--- src/rtl/seq_pkg.sv ---
// Shared definitions for the instruction sequencer: widths, opcodes,
// FSM states, instruction field slices and the per-opcode control decode.
package seq_pkg;

   localparam int SEQ_PC_W    = 4;
   localparam int SEQ_INSTR_W = 10;
   localparam int SEQ_DATA_W  = 4;

   localparam logic [3:0] OP_NOP  = 4'b0000;
   localparam logic [3:0] OP_MOVA = 4'b0001;
   localparam logic [3:0] OP_MOVB = 4'b0010;
   localparam logic [3:0] OP_OUT  = 4'b0011;
   localparam logic [3:0] OP_ADDA = 4'b0100;
   localparam logic [3:0] OP_ADDB = 4'b0101;
   localparam logic [3:0] OP_HLT  = 4'b1000;
   localparam logic [3:0] OP_JNC  = 4'b1110;
   localparam logic [3:0] OP_JMP  = 4'b1111;

   typedef enum logic [2:0] {
      ST_IDLE,
      ST_FETCH,
      ST_DECODE,
      ST_EXEC,
      ST_WB,
      ST_HALT
   } state_t;

   // Everything the write-back phase needs to know about one opcode.
   typedef struct packed {
      logic we_a;
      logic we_b;
      logic we_out;
      logic carry_load;
      logic carry_clr;
      logic is_jmp;
      logic is_jnc;
      logic is_hlt;
   } op_ctrl_t;

   // Instruction layout: [9:8] selector source, [7:4] opcode, [3:0] immediate.
   function automatic logic [1:0] instr_sel(input logic [SEQ_INSTR_W-1:0] ir);
      return ir[9:8];
   endfunction

   function automatic logic [3:0] instr_op(input logic [SEQ_INSTR_W-1:0] ir);
      return ir[7:4];
   endfunction

   function automatic logic [SEQ_DATA_W-1:0] instr_imm(input logic [SEQ_INSTR_W-1:0] ir);
      return ir[3:0];
   endfunction

   // Undefined opcodes decode to all-zero controls, i.e. they behave as NOP.
   function automatic op_ctrl_t decode_op(input logic [3:0] op);
      op_ctrl_t c;
      c = '0;
      case (op)
         OP_NOP:  c = '0;
         OP_MOVA: begin c.we_a   = 1'b1; c.carry_clr  = 1'b1; end
         OP_MOVB: begin c.we_b   = 1'b1; c.carry_clr  = 1'b1; end
         OP_OUT:  begin c.we_out = 1'b1; c.carry_clr  = 1'b1; end
         OP_ADDA: begin c.we_a   = 1'b1; c.carry_load = 1'b1; end
         OP_ADDB: begin c.we_b   = 1'b1; c.carry_load = 1'b1; end
         OP_JNC:  c.is_jnc = 1'b1;
         OP_JMP:  c.is_jmp = 1'b1;
         OP_HLT:  c.is_hlt = 1'b1;
         default: c = '0;
      endcase
      return c;
   endfunction

endpackage

--- src/rtl/pc_unit.sv ---
// Program counter: holds the ROM address, advances once per write-back,
// either to the jump target or to the next address (wrapping at the top).
module pc_unit #(
   parameter int PC_W = seq_pkg::SEQ_PC_W
) (
   input  logic            clk0,
   input  logic            rst,
   input  logic            advance,
   input  logic            is_jmp,
   input  logic            is_jnc,
   input  logic            carry,
   input  logic [PC_W-1:0] target,
   output logic [PC_W-1:0] pc
);

   logic [PC_W-1:0] pc_q;
   logic [PC_W-1:0] pc_d;

   // Pick the next address: jump target for JMP or a JNC with carry clear, else pc+1.
   always_comb begin
      pc_d = pc_q;
      if (advance) begin
         if (is_jmp || (is_jnc && !carry)) begin
            pc_d = target;
         end else begin
            pc_d = pc_q + 1'b1;
         end
      end
   end

   // Program counter register, cleared to the first ROM word on reset.
   always_ff @(posedge clk0 or posedge rst) begin
      if (rst) begin
         pc_q <= '0;
      end else begin
         pc_q <= pc_d;
      end
   end

   assign pc = pc_q;

endmodule

--- src/rtl/instr_sequencer.sv ---
// Fetch/decode/execute controller for the 4-bit accumulator datapath.
// Each instruction takes FETCH, DECODE, EXEC and WB; the IR and carry flag
// live here, the program counter lives in pc_unit.
module instr_sequencer
   import seq_pkg::*;
#(
   parameter int PC_W    = SEQ_PC_W,
   parameter int INSTR_W = SEQ_INSTR_W,
   parameter int DATA_W  = SEQ_DATA_W
) (
   input  logic               clk0,
   input  logic               rst,
   input  logic               run,
   input  logic               step,
   input  logic [INSTR_W-1:0] instr,
   input  logic               alu_carry,
   output logic [PC_W-1:0]    pc,
   output logic               rom_en,
   output logic [1:0]         sel,
   output logic [3:0]         alu_op,
   output logic [DATA_W-1:0]  imm,
   output logic               we_a,
   output logic               we_b,
   output logic               we_out,
   output logic               carry_q,
   output logic               busy,
   output logic               halted
);

   state_t             state_q;
   state_t             state_d;
   logic [INSTR_W-1:0] ir_q;
   logic [INSTR_W-1:0] ir_d;
   logic               carry_d;

   logic [1:0]         ir_sel;
   logic [3:0]         ir_op;
   logic [DATA_W-1:0]  ir_imm;
   op_ctrl_t           ctrl;
   logic               in_wb;

   assign ir_sel = instr_sel(ir_q);
   assign ir_op  = instr_op(ir_q);
   assign ir_imm = instr_imm(ir_q);
   assign ctrl   = decode_op(ir_op);
   assign in_wb  = (state_q == ST_WB);

   // State, instruction and carry registers; reset aborts any instruction in flight.
   always_ff @(posedge clk0 or posedge rst) begin
      if (rst) begin
         state_q <= ST_IDLE;
         ir_q    <= '0;
         carry_q <= 1'b0;
      end else begin
         state_q <= state_d;
         ir_q    <= ir_d;
         carry_q <= carry_d;
      end
   end

   // Sequence the four phases; step is only looked at while idle, HALT is sticky.
   always_comb begin
      state_d = state_q;
      case (state_q)
         ST_IDLE:   if (run || step) state_d = ST_FETCH;
         ST_FETCH:  state_d = ST_DECODE;
         ST_DECODE: state_d = ST_EXEC;
         ST_EXEC:   state_d = ST_WB;
         ST_WB: begin
            if (ctrl.is_hlt) begin
               state_d = ST_HALT;
            end else if (run) begin
               state_d = ST_FETCH;
            end else begin
               state_d = ST_IDLE;
            end
         end
         ST_HALT:   state_d = ST_HALT;
         default:   state_d = ST_IDLE;
      endcase
   end

   // Capture ROM data in DECODE; update carry in WB (ADD loads it, MOV/OUT clear it).
   always_comb begin
      ir_d    = ir_q;
      carry_d = carry_q;
      if (state_q == ST_DECODE) begin
         ir_d = instr;
      end
      if (in_wb) begin
         if (ctrl.carry_load) begin
            carry_d = alu_carry;
         end else if (ctrl.carry_clr) begin
            carry_d = 1'b0;
         end
      end
   end

   // Phase-dependent outputs: ROM strobe in FETCH, datapath controls held over EXEC and WB.
   always_comb begin
      rom_en = 1'b0;
      sel    = '0;
      alu_op = '0;
      imm    = '0;
      we_a   = 1'b0;
      we_b   = 1'b0;
      we_out = 1'b0;
      busy   = 1'b0;
      halted = 1'b0;
      case (state_q)
         ST_IDLE: begin
         end
         ST_FETCH: begin
            busy   = 1'b1;
            rom_en = 1'b1;
         end
         ST_DECODE: begin
            busy = 1'b1;
         end
         ST_EXEC: begin
            busy   = 1'b1;
            sel    = ir_sel;
            alu_op = ir_op;
            imm    = ir_imm;
         end
         ST_WB: begin
            busy   = 1'b1;
            sel    = ir_sel;
            alu_op = ir_op;
            imm    = ir_imm;
            we_a   = ctrl.we_a;
            we_b   = ctrl.we_b;
            we_out = ctrl.we_out;
         end
         ST_HALT: begin
            halted = 1'b1;
         end
         default: begin
         end
      endcase
   end

   pc_unit #(
      .PC_W(PC_W)
   ) u_pc_unit (
      .clk0    (clk0),
      .rst     (rst),
      .advance (in_wb),
      .is_jmp  (ctrl.is_jmp),
      .is_jnc  (ctrl.is_jnc),
      .carry   (carry_q),
      .target  (ir_imm[PC_W-1:0]),
      .pc      (pc)
   );

endmodule

--- config.mk ---
export PLATFORM = sky130hd
export DESIGN_NAME = instr_sequencer
export DESIGN_NICKNAME = d
export VERILOG_FILES = /design/src/rtl/seq_pkg.sv /design/src/rtl/pc_unit.sv /design/src/rtl/instr_sequencer.sv
export SDC_FILE = /design/constraint.sdc
export NUM_CORES = 1
export LEC_CHECK = 0
export CAP_MARGIN = 20
export CORE_MARGIN = 2
export CORE_UTILIZATION = 38
export DETAILED_ROUTE_END_ITERATION = 10
export PLACE_DENSITY = 0.74
export SYNTH_ARGS = -nofsm -noshare
export SYNTH_HDL_FRONTEND = slang
export SYNTH_HIERARCHICAL = 1
export SYNTH_SLANG_ARGS = --single-unit
--- constraint.sdc ---
create_clock -name clk0 -period 2.2 [get_ports clk0]
set_input_delay 0.44 -clock clk0 [delete_from_list [all_inputs] [get_ports clk0]]
set_output_delay 0.44 -clock clk0 [all_outputs]
set_load 0.05 [all_outputs]
Word level (Yosys, flattened, before mapping):

Index checks and enable logic that the tools add are counted.

* register bits: 18
* bits in latches: 0
* memory bits (writable): 0
* memory bits (read-only): 0
* input port bits: 15
* output and inout port bits: 21
* logic and storage cells: 56
* memories kept: 0

* $add $sub $neg: 1
* multiply operators: 0
* div/mod/pow operators: 0
* magnitude comparators: 0
* equal/unequal tests: 14
* shift-type cells: 0
* multiplexer cells: 24
* bitwise gates (word level): 0
* reductions and logical operators: 13

Operators by type and width (number)
* case mux 3 bit (6 select lines): 1
* 2-to-1 mux 1 bit: 17
* == test 4 bit (second input constant): 3
* 2-to-1 mux 4 bit: 3
* == test 4 x 2 -> 1 bit (second input constant): 2
* == test 4 x 3 -> 1 bit (second input constant): 2
* OR reduction 2 bit: 4
* == test 3 x 2 -> 1 bit (second input constant): 2
* == test 3 bit (second input constant): 2
* 2-to-1 mux 3 bit: 2
* adder 4 x 1 -> 4 bit (second input constant): 1
* == test 4 x 1 -> 1 bit (second input constant): 1
* OR reduction 4 bit: 1
* == test 3 x 1 -> 1 bit (second input constant): 1
* logical NOT 3 bit: 1
* OR reduction 3 bit: 1
* logical OR 1 bit: 2
* 2-to-1 mux 2 bit: 1
* != test 2 bit (second input constant): 1
* AND reduction 2 bit: 1
* nonzero test 2 bit: 1
* logical AND 1 bit: 1
* logical NOT 1 bit: 1

Longest topological paths before layout:

Gate-level depths: netlist of run 1.

* depth in word-level cells: 5
* gate-level depth with buffers: 6
* gate-level depth less buffers: 5

Hierarchy:

The synthesis of run 1 kept the hierarchy.

Modules (own cells, without submodules)
* instr_sequencer: times used 1, cells an instance 77, area each 794.5 sq um, sequential area each 350.3 sq um
* pc_unit: times used 1, cells an instance 25, area each 249.0 sq um, sequential area each 100.1 sq um

Least setup slack after synthesis of run 1:

No wires, ideal clock.

* path type: register to output
* start: reg state_q[1]
* end: out we_a
* arrival time: 2.082 ns
* setup slack: -0.322 ns
* cell stages (with the launch flop): 4
* cell sequence: dfrtp_1 buf_6 or4b_4 nor3_1

* longest elaborated chain between the ends: 2

Ends and longest elaborated chain
* start, declared: line instr_sequencer.sv:30 `state_t state_q;`
* start signal, assigned: line instr_sequencer.sv:55 `state_q <= state_d;`
* == test 3 bit: line instr_sequencer.sv:110 `case (state_q)`
* 2-to-1 mux 1 bit: line instr_sequencer.sv:110
* end, declared: line instr_sequencer.sv:22 `output logic we_a,`

Every way passes these cells.

Worst setup path in the final report of run 1:

Ends and elaborated chain as after synthesis.

==> impl_metrics.prom, run 1 <==
# TYPE chip_impl_metric gauge
chip_impl_metric{name="final_antenna_net_count",unit=""} 0
chip_impl_metric{name="dp.cells",unit=""} 167
chip_impl_metric{name="max-cap-violations",unit=""} 0
chip_impl_info{name="cp_slowest_cell",value="or4b_4"} 1
chip_impl_info{name="min-delay-path-class",value="input port to async pin"} 1
chip_impl_info{name="clk_root_buffer_cell",value="clkbuf_4"} 1
chip_impl_metric{name="globalRouteMet2Util",unit="%"} 26.7
chip_impl_info{name="rsz0062_at_grt",value="yes"} 1
chip_impl_metric{name="synth.yosys.seq_area_share",unit="%"} 43.2
chip_impl_metric{name="worstSetupPathDepth",unit=""} 3
chip_impl_metric{name="seqCellArea",unit="sq um"} 454
chip_impl_metric{name="hpwl",unit="um"} 1850
chip_impl_metric{name="grt-ovfl-total",unit=""} 0
chip_impl_info{name="critical_path.startpoint_type",value="register"} 1
chip_impl_metric{name="crit_fanout",unit=""} 9
chip_impl_info{name="critPathCaptureType",value="primary output"} 1
chip_impl_metric{name="post_drt_wl_per_cell",unit="um"} 14.4
chip_impl_metric{name="yosysWarningCount",unit=""} 6
chip_impl_metric{name="power.share.clock",unit="%"} 7.7
chip_impl_metric{name="ctsHoldBuffers",unit=""} 0
chip_impl_metric{name="final_cell_area",unit="sq mm"} 0.00165
chip_impl_metric{name="number_of_cells_on_the_worst_reg_to_reg_path",unit=""} 3
chip_impl_metric{name="die-width",unit="um"} 56.4
chip_impl_metric{name="worst_slew_pin_slew",unit="ns"} 0.557
chip_impl_metric{name="synth.net_count",unit=""} 118
chip_impl_metric{name="syn_area_per_cell",unit="sq um"} 10.2
chip_impl_metric{name="via_count",unit=""} 883
chip_impl_metric{name="ys_seq_elements",unit=""} 18
chip_impl_metric{name="grt.met1_usage",unit="%"} 20.3
chip_impl_metric{name="timing.clock.skew",unit="ns"} 0.00116
chip_impl_metric{name="detail_route.wirelength",unit="um"} 2480
chip_impl_metric{name="diodes",unit=""} 0
chip_impl_metric{name="global_route_wire_length_before_repair",unit="um"} 4110
chip_impl_metric{name="power.share.switching",unit="%"} 47.3
chip_impl_metric{name="h-tree-depth",unit=""} 1
chip_impl_metric{name="report.final.slew_viol_count",unit=""} 0
chip_impl_info{name="path_cells",value="or4b_4 > nor3_4 > buf_12"} 1
chip_impl_info{name="global_route.peak_usage_layer",value="met2"} 1
chip_impl_metric{name="placeableCoreArea",unit="sq mm"} 0.00269
chip_impl_metric{name="finalHoldViolCount",unit=""} 0
chip_impl_metric{name="placed_cell_area",unit="sq mm"} 0.00156
chip_impl_metric{name="cts.sinks",unit=""} 18
chip_impl_metric{name="fillCellCount",unit=""} 220
chip_impl_metric{name="ctsLongestPathBuffers",unit=""} 2
chip_impl_metric{name="gp_routability_congestion",unit=""} 0.781
chip_impl_metric{name="timing.critical_path.arrival",unit="ns"} 1.74
chip_impl_metric{name="fp.dieH",unit="um"} 56.4
chip_impl_metric{name="postSynthCellCount",unit=""} 102
chip_impl_metric{name="effective_utilization_at_floorplan",unit="%"} 38.8
chip_impl_metric{name="power.share.sequential",unit="%"} 25.5
chip_impl_info{name="r2r-start",value="state_q[1]"} 1
chip_impl_metric{name="slew-limit-headroom",unit="%"} 62.8
chip_impl_metric{name="dr.pass1.iters",unit=""} 2
chip_impl_info{name="run_status",value="finished, final reports clean"} 1
chip_impl_metric{name="internal_power_of_the_cells",unit="mW"} 1.41
chip_impl_metric{name="rows",unit=""} 19
chip_impl_info{name="critical_path.reg2reg.endpoint",value="carry_q"} 1
chip_impl_metric{name="top_level_pins",unit=""} 36
chip_impl_metric{name="syn2layout_area_growth",unit="%"} 57.8
chip_impl_metric{name="vias_per_cell",unit=""} 5.13
chip_impl_metric{name="antenna_violations_before_repair",unit=""} 0
chip_impl_metric{name="min_period_over_period",unit="%"} 98.9
chip_impl_metric{name="required",unit="ns"} 1.76
chip_impl_metric{name="numCtsBuffers",unit=""} 3
chip_impl_metric{name="placement.io_buffers",unit=""} 35
chip_impl_metric{name="clkLatencyLatePin",unit="ns"} 0.29
chip_impl_metric{name="met3_usage",unit="%"} 6.91
chip_impl_metric{name="cpPeakStageDelay",unit="ns"} 0.57
chip_impl_metric{name="drive_above_1_share",unit="%"} 33.3
chip_impl_metric{name="pwr-share-comb",unit="%"} 66.9
chip_impl_metric{name="syn-cell-area",unit="sq mm"} 0.00104
chip_impl_info{name="synth-main-ff-cell",value="dfrtp_1"} 1
chip_impl_metric{name="multiInputGateArea",unit="sq um"} 573
chip_impl_metric{name="switching_power",unit="mW"} 1.26
chip_impl_metric{name="remaining_design_rule_violation_count",unit=""} 0
chip_impl_metric{name="cellPowerDensity",unit="mW/mm^2"} 1620
chip_impl_metric{name="track_usage",unit="%"} 16.6
chip_impl_metric{name="final_period_minus_worst_setup_slack",unit="ns"} 2.18
chip_impl_info{name="cp_class",value="register to primary output"} 1
chip_impl_metric{name="via_count_of_the_first_global_routing_pass",unit=""} 896
chip_impl_metric{name="synth.distinct_cells",unit=""} 35
chip_impl_metric{name="nNetsFinal",unit=""} 158
chip_impl_metric{name="max_freq",unit="MHz"} 460
chip_impl_metric{name="setup-violations-final",unit=""} 0
chip_impl_metric{name="r2r_setup_slack",unit="ns"} 0.51
chip_impl_metric{name="clk_pin_slew_worst_paths",unit="ns"} 0.10
chip_impl_metric{name="power.ir.vdd_worst",unit="mV"} 1.10
chip_impl_metric{name="grt_start_max_net_pins",unit=""} 15
chip_impl_metric{name="die-area",unit="sq mm"} 0.00318
chip_impl_metric{name="synth_enable_flop_cells",unit=""} 0
chip_impl_info{name="cts_tree",value="yes"} 1
chip_impl_metric{name="drt-initial-drc-count",unit=""} 17
chip_impl_metric{name="async_reset_ff_share",unit="%"} 100
chip_impl_metric{name="layoutNonFillerInstCount",unit=""} 172
chip_impl_metric{name="total_leakage_power",unit="nW"} 0.726
chip_impl_info{name="critical_path.top_delay_family",value="simple AND/OR/NAND/NOR gates"} 1
chip_impl_metric{name="crit_buf_inv",unit=""} 1
-- cell usage after synthesis (3+ instances only) --
master     n  area share (%)
dfrtp_1   18              43
mux2i_1    4             3.8
inv_1      7             2.5
nor3b_1    3             2.2
nor3_1     4             1.9
xnor2_1    3             2.5
nand3_1    3             1.4
nor2_1     5             1.8
clkbuf_1   3             1.1
mux2_2    10              11
a21oi_1    3             1.4
and2_1    11             6.6
nand2_1    3             1.1
-- final cells by class --
class,instances,share of cell area [%]
repair buffers,41,31.5
multi-input cells,71,34.8
inverters,7,1.60
clock buffers,4,2.20
flip-flops and latches,18,27.6
well taps,31,2.36
-- routing by layer --
metal / vias up / wire, um / share of wire (%)
met5: - / 0 / 0
met4: 0 / 40 / 1.6
met3: 4 / 112 / 4.5
met2: 22 / 1240 / 50
met1: 425 / 1090 / 44
li1: 432 / - / -
-- what timing repair did --
action                                  4_1_cts  5_1_grt
gates cloned                                  1        0
buffers inserted                              0        0
gates resized for setup                       6        4
endpoints found under the setup margin       13       13
-- kinds of logic after synthesis --
| logic type | count (synthesis) | share of synthesized area (%) |
|---|---|---|
| adders and majority gates | 1 | 1.20 |
| buffers and inverters | 14 | 6.23 |
| AOI/OAI and AO/OA | 13 | 9.71 |
| DFF | 18 | 43.2 |
| muxes | 14 | 14.6 |
| xor gates and xnor gates | 3 | 2.52 |
| and+or+nand+nor | 39 | 22.5 |
-- through the flow --
| stage | setup WS, ns | power [mW] | util [%] | hold WS [ns] | setup TNS (ns) |
|---|---|---|---|---|---|
| 2_1_floorplan | -0.322 | 1.75 | - | 0.206 | -1.02 |
| 3_3_place_gp | 0.265 | 2.36 | 58.1 | 0.483 | 0 |
| 3_5_place_dp | 0.233 | 2.41 | 58.1 | 0.490 | 0 |
| 4_1_cts | -0.000733 | 2.66 | 60.5 | 0.341 | -0.000733 |
| 5_1_grt | -0.0366 | 2.81 | 61.3 | 0.351 | -0.0718 |
| 6_report | 0.0246 | 2.67 | 61.3 | 0.346 | 0 |
-- power by group through the flow --
stage	registers [mW]	logic [mW]	clock network, mW
5_1_grt	0.704	1.88	0.225
2_1_floorplan	0.728	1.03	0
3_3_place_gp	0.654	1.71	0
4_1_cts	0.673	1.77	0.213
3_5_place_dp	0.671	1.74	0
6_report	0.679	1.78	0.204
-- cell usage in the layout (no fill, tap or decap), types with 2 or more instances in the layout --
cell / count
a21boi_0: 2
a21o_1: 2
a21oi_1: 2
a2bb2oi_1: 2
and2_1: 11
buf_12: 13
buf_4: 9
clkbuf_4: 3
clkdlybuf4s50_1: 19
dfrtp_1: 15
dfrtp_2: 3
inv_1: 7
mux2_2: 10
mux2i_1: 4
nand2_1: 3
nand3_1: 3
nor2_1: 5
nor2b_1: 2
nor3_1: 2
nor3_4: 2
nor3b_1: 2
xnor2_1: 3
-- state kept, by name, indices dropped and copies added (netlist names) --
name          flops
carry_q           1
ir_q             10
state_q           3
u_pc_unit/pc      4
-- worst max path at each step --
stage / start / end / slack [ns]
after floorplan: state_q[1] / we_a / -0.32
after global placement: state_q[1] / we_out / 0.26
after detailed placement: state_q[1] / we_a / 0.23
after CTS: state_q[1] / we_a / -0.0007
after global routing: state_q[1] / we_out / -0.04
final: state_q[1] / we_a / 0.02
-- worst reg2reg max path: stages, from the launching register on --
cell and delay, ns:
dfrtp_2 0.49, or4b_4 0.57, or4b_1 0.49, nand3_1 0.09
Power figures use the tool's default switching activity.
==> run 2, diff against run 1 <==
--- a/config.mk
+++ b/config.mk
@@ -9,7 +9,7 @@
 export CORE_MARGIN = 2
 export CORE_UTILIZATION = 38
 export DETAILED_ROUTE_END_ITERATION = 10
-export PLACE_DENSITY = 0.74
+export PLACE_DENSITY = 0.77
 export SYNTH_ARGS = -nofsm -noshare
 export SYNTH_HDL_FRONTEND = slang
 export SYNTH_HIERARCHICAL = 1
==> constraint.sdc (replaced) <==
create_clock -name clk0 -period 2 [get_ports clk0]
set_input_delay 0.4 -clock clk0 [delete_from_list [all_inputs] [get_ports clk0]]
set_output_delay 0.4 -clock clk0 [all_outputs]
set_load 0.1 [all_outputs]
==> run 2 against run 1 <==
  * Critical endpoint unchanged
  * Global-route usage grew 0.66 points
  * Sequential share of layout area shrank 2.2 points
  * Clock skew is essentially flat
  * Routed wire length grew 1.3%
  * Cell area grew 8.1%
  * The run now ends with negative setup slack left
  * Sequential cell count is the same
==> impl_metrics.prom, run 2 (synthesis results as in run 1) <==
# TYPE chip_impl_metric gauge
chip_impl_info{name="run_status",value="finished, violations left"} 1
chip_impl_info{name="failed_checks",value="negative setup slack"} 1
chip_impl_metric{name="top_level_pins",unit=""} 36
chip_impl_metric{name="clk_pin_slew_worst_paths",unit="ns"} 0.10
chip_impl_metric{name="via_count",unit=""} 910
chip_impl_metric{name="grt-ovfl-total",unit=""} 0
chip_impl_metric{name="seqCellArea",unit="sq um"} 452
chip_impl_info{name="path_cells",value="or4b_4 > nor3_4 > buf_12"} 1
chip_impl_metric{name="die-width",unit="um"} 56.4
chip_impl_metric{name="dr.pass1.iters",unit=""} 4
chip_impl_metric{name="max-cap-violations",unit=""} 0
chip_impl_metric{name="setup-violations-final",unit=""} 13
chip_impl_metric{name="detailedPlace.worstSlack",unit="ns"} 0.175
chip_impl_metric{name="h-tree-depth",unit=""} 1
chip_impl_metric{name="slew-limit-headroom",unit="%"} 63.6
chip_impl_metric{name="tns",unit="ns"} -0.783
chip_impl_info{name="most-common-layout-cells",value="dfrtp_1, buf_12, buf_4"} 1
chip_impl_metric{name="vias_per_cell",unit=""} 5.14
chip_impl_metric{name="effective_utilization_at_floorplan",unit="%"} 38.8
chip_impl_metric{name="placeableCoreArea",unit="sq mm"} 0.00269
chip_impl_metric{name="post_drt_wl_per_cell",unit="um"} 14.2
chip_impl_metric{name="required",unit="ns"} 1.60
chip_impl_metric{name="min_period_over_period",unit="%"} 106
chip_impl_metric{name="hold_slack",unit="ns"} 0.319
chip_impl_metric{name="placement.io_buffers",unit=""} 35
chip_impl_metric{name="finalHoldViolCount",unit=""} 0
chip_impl_metric{name="drive_above_1_share",unit="%"} 47.9
chip_impl_info{name="largest_register",value="ir_q"} 1
chip_impl_metric{name="cts.sinks",unit=""} 18
chip_impl_info{name="critPathCaptureType",value="primary output"} 1
chip_impl_metric{name="setup_ws",unit="ns"} -0.119
chip_impl_metric{name="worst_slew_pin_slew",unit="ns"} 0.546
chip_impl_metric{name="global_route_wire_length_before_repair",unit="um"} 4380
chip_impl_info{name="min-delay-path-class",value="input port to async pin"} 1
chip_impl_metric{name="gp_routability_congestion",unit=""} 0.822
chip_impl_metric{name="final_cell_area",unit="sq mm"} 0.00178
chip_impl_metric{name="timing.clock.skew",unit="ns"} 0.00132
chip_impl_metric{name="rows",unit=""} 19
chip_impl_info{name="cts_tree",value="yes"} 1
chip_impl_metric{name="detail_route.wirelength",unit="um"} 2510
chip_impl_metric{name="fp.dieH",unit="um"} 56.4
chip_impl_metric{name="hpwl",unit="um"} 1910
chip_impl_metric{name="final_period_minus_worst_setup_slack",unit="ns"} 2.12
chip_impl_metric{name="report.final.slew_viol_count",unit=""} 0
chip_impl_metric{name="max_freq",unit="MHz"} 472
chip_impl_metric{name="fillCellCount",unit=""} 194
chip_impl_metric{name="via_count_of_the_first_global_routing_pass",unit=""} 965
chip_impl_metric{name="grt_start_max_net_pins",unit=""} 15
chip_impl_info{name="cp_class",value="register to primary output"} 1
chip_impl_info{name="cp_slowest_cell",value="or4b_4"} 1
chip_impl_metric{name="crit_buf_inv",unit=""} 1
chip_impl_info{name="clk_root_buffer_cell",value="clkbuf_4"} 1
chip_impl_metric{name="drt-initial-drc-count",unit=""} 14
chip_impl_metric{name="diodes",unit=""} 0
chip_impl_metric{name="timing.critical_path.arrival",unit="ns"} 1.72
chip_impl_metric{name="placed_cell_area",unit="sq mm"} 0.00169
chip_impl_info{name="critical_path.top_delay_family",value="simple AND/OR/NAND/NOR gates"} 1
chip_impl_metric{name="remaining_design_rule_violation_count",unit=""} 0
chip_impl_metric{name="numCtsBuffers",unit=""} 3
chip_impl_metric{name="track_usage",unit="%"} 17.3
chip_impl_metric{name="multiInputGateArea",unit="sq um"} 633
chip_impl_metric{name="nNetsFinal",unit=""} 163
chip_impl_metric{name="number_of_flip_flops_in_the_largest_register",unit=""} 10
chip_impl_metric{name="crit_fanout",unit=""} 5
chip_impl_metric{name="clkLatencyLatePin",unit="ns"} 0.28
chip_impl_info{name="critical_path.startpoint_type",value="register"} 1
chip_impl_metric{name="die-area",unit="sq mm"} 0.00318
chip_impl_metric{name="cpPeakStageDelay",unit="ns"} 0.57
chip_impl_metric{name="final_antenna_net_count",unit=""} 0
chip_impl_info{name="rsz0062_at_grt",value="yes"} 1
chip_impl_metric{name="antenna_violations_before_repair",unit=""} 0
chip_impl_metric{name="syn2layout_area_growth",unit="%"} 70.5
chip_impl_metric{name="ctsLongestPathBuffers",unit=""} 2
-- run 2: path summary, 6_finish.rpt --
kind	start	endpoint	slack (ns)	cells past startpoint
max in group asynchronous	rst	state_q[1]	1.13	2
max	state_q[1]	we_a	-0.12	3
min	rst	u_pc_unit/pc[2]	0.32	2
min in group clk0	state_q[2]	state_q[1]	0.51	1
min reg2reg	state_q[2]	state_q[1]	0.51	1
max reg2reg	state_q[1]	carry_q	0.34	3
-- run 2: per-stage QoR --
step                      utilization, %  instances
after CTS                           65.7        176
final                               66.2        177
after floorplan                        -        102
after global routing                66.2        177
after detailed placement            62.9        169
after global placement              62.9        169
-- run 2: area by class of cell --
class                      instances  area share, %
clock buffer                       4           2.04
sequential                        18           25.4
timing repair buffer              46           33.3
tap                               31           2.18
multi-input combinational         71           35.6
inverter                           7           1.48
-- run 2: repair_timing --
item | in CTS | in global routing
hold buffers | 0 | 0
gates resized for setup | 4 | 2
pin swaps | 2 | 1
setup endpoints to repair | 13 | 14
setup buffers | 2 | 1
gates cloned | 1 | 0
-- run 2: worst reg2reg max path: stages (launching register included) --
cell	delay (ns)
dfrtp_2	0.45
or4b_4	0.57
or4b_1	0.49
nand3_1	0.10
-- run 2: routing by layer --
| metal | vias up | part of all wire, % | track usage, % |
|---|---|---|---|
| met1 | 446 | 42 | 21.9 |
| met4 | 0 | 0.52 | 6.12 |
| met2 | 21 | 53 | 29.2 |
| met3 | 2 | 5.1 | 3.46 |
| li1 | 441 | - | - |
| met5 | - | 0 | 0 |
Power of run 2 is not shown: default switching activity piles up to over one toggle a cycle in this logic, so the estimate is an artifact.
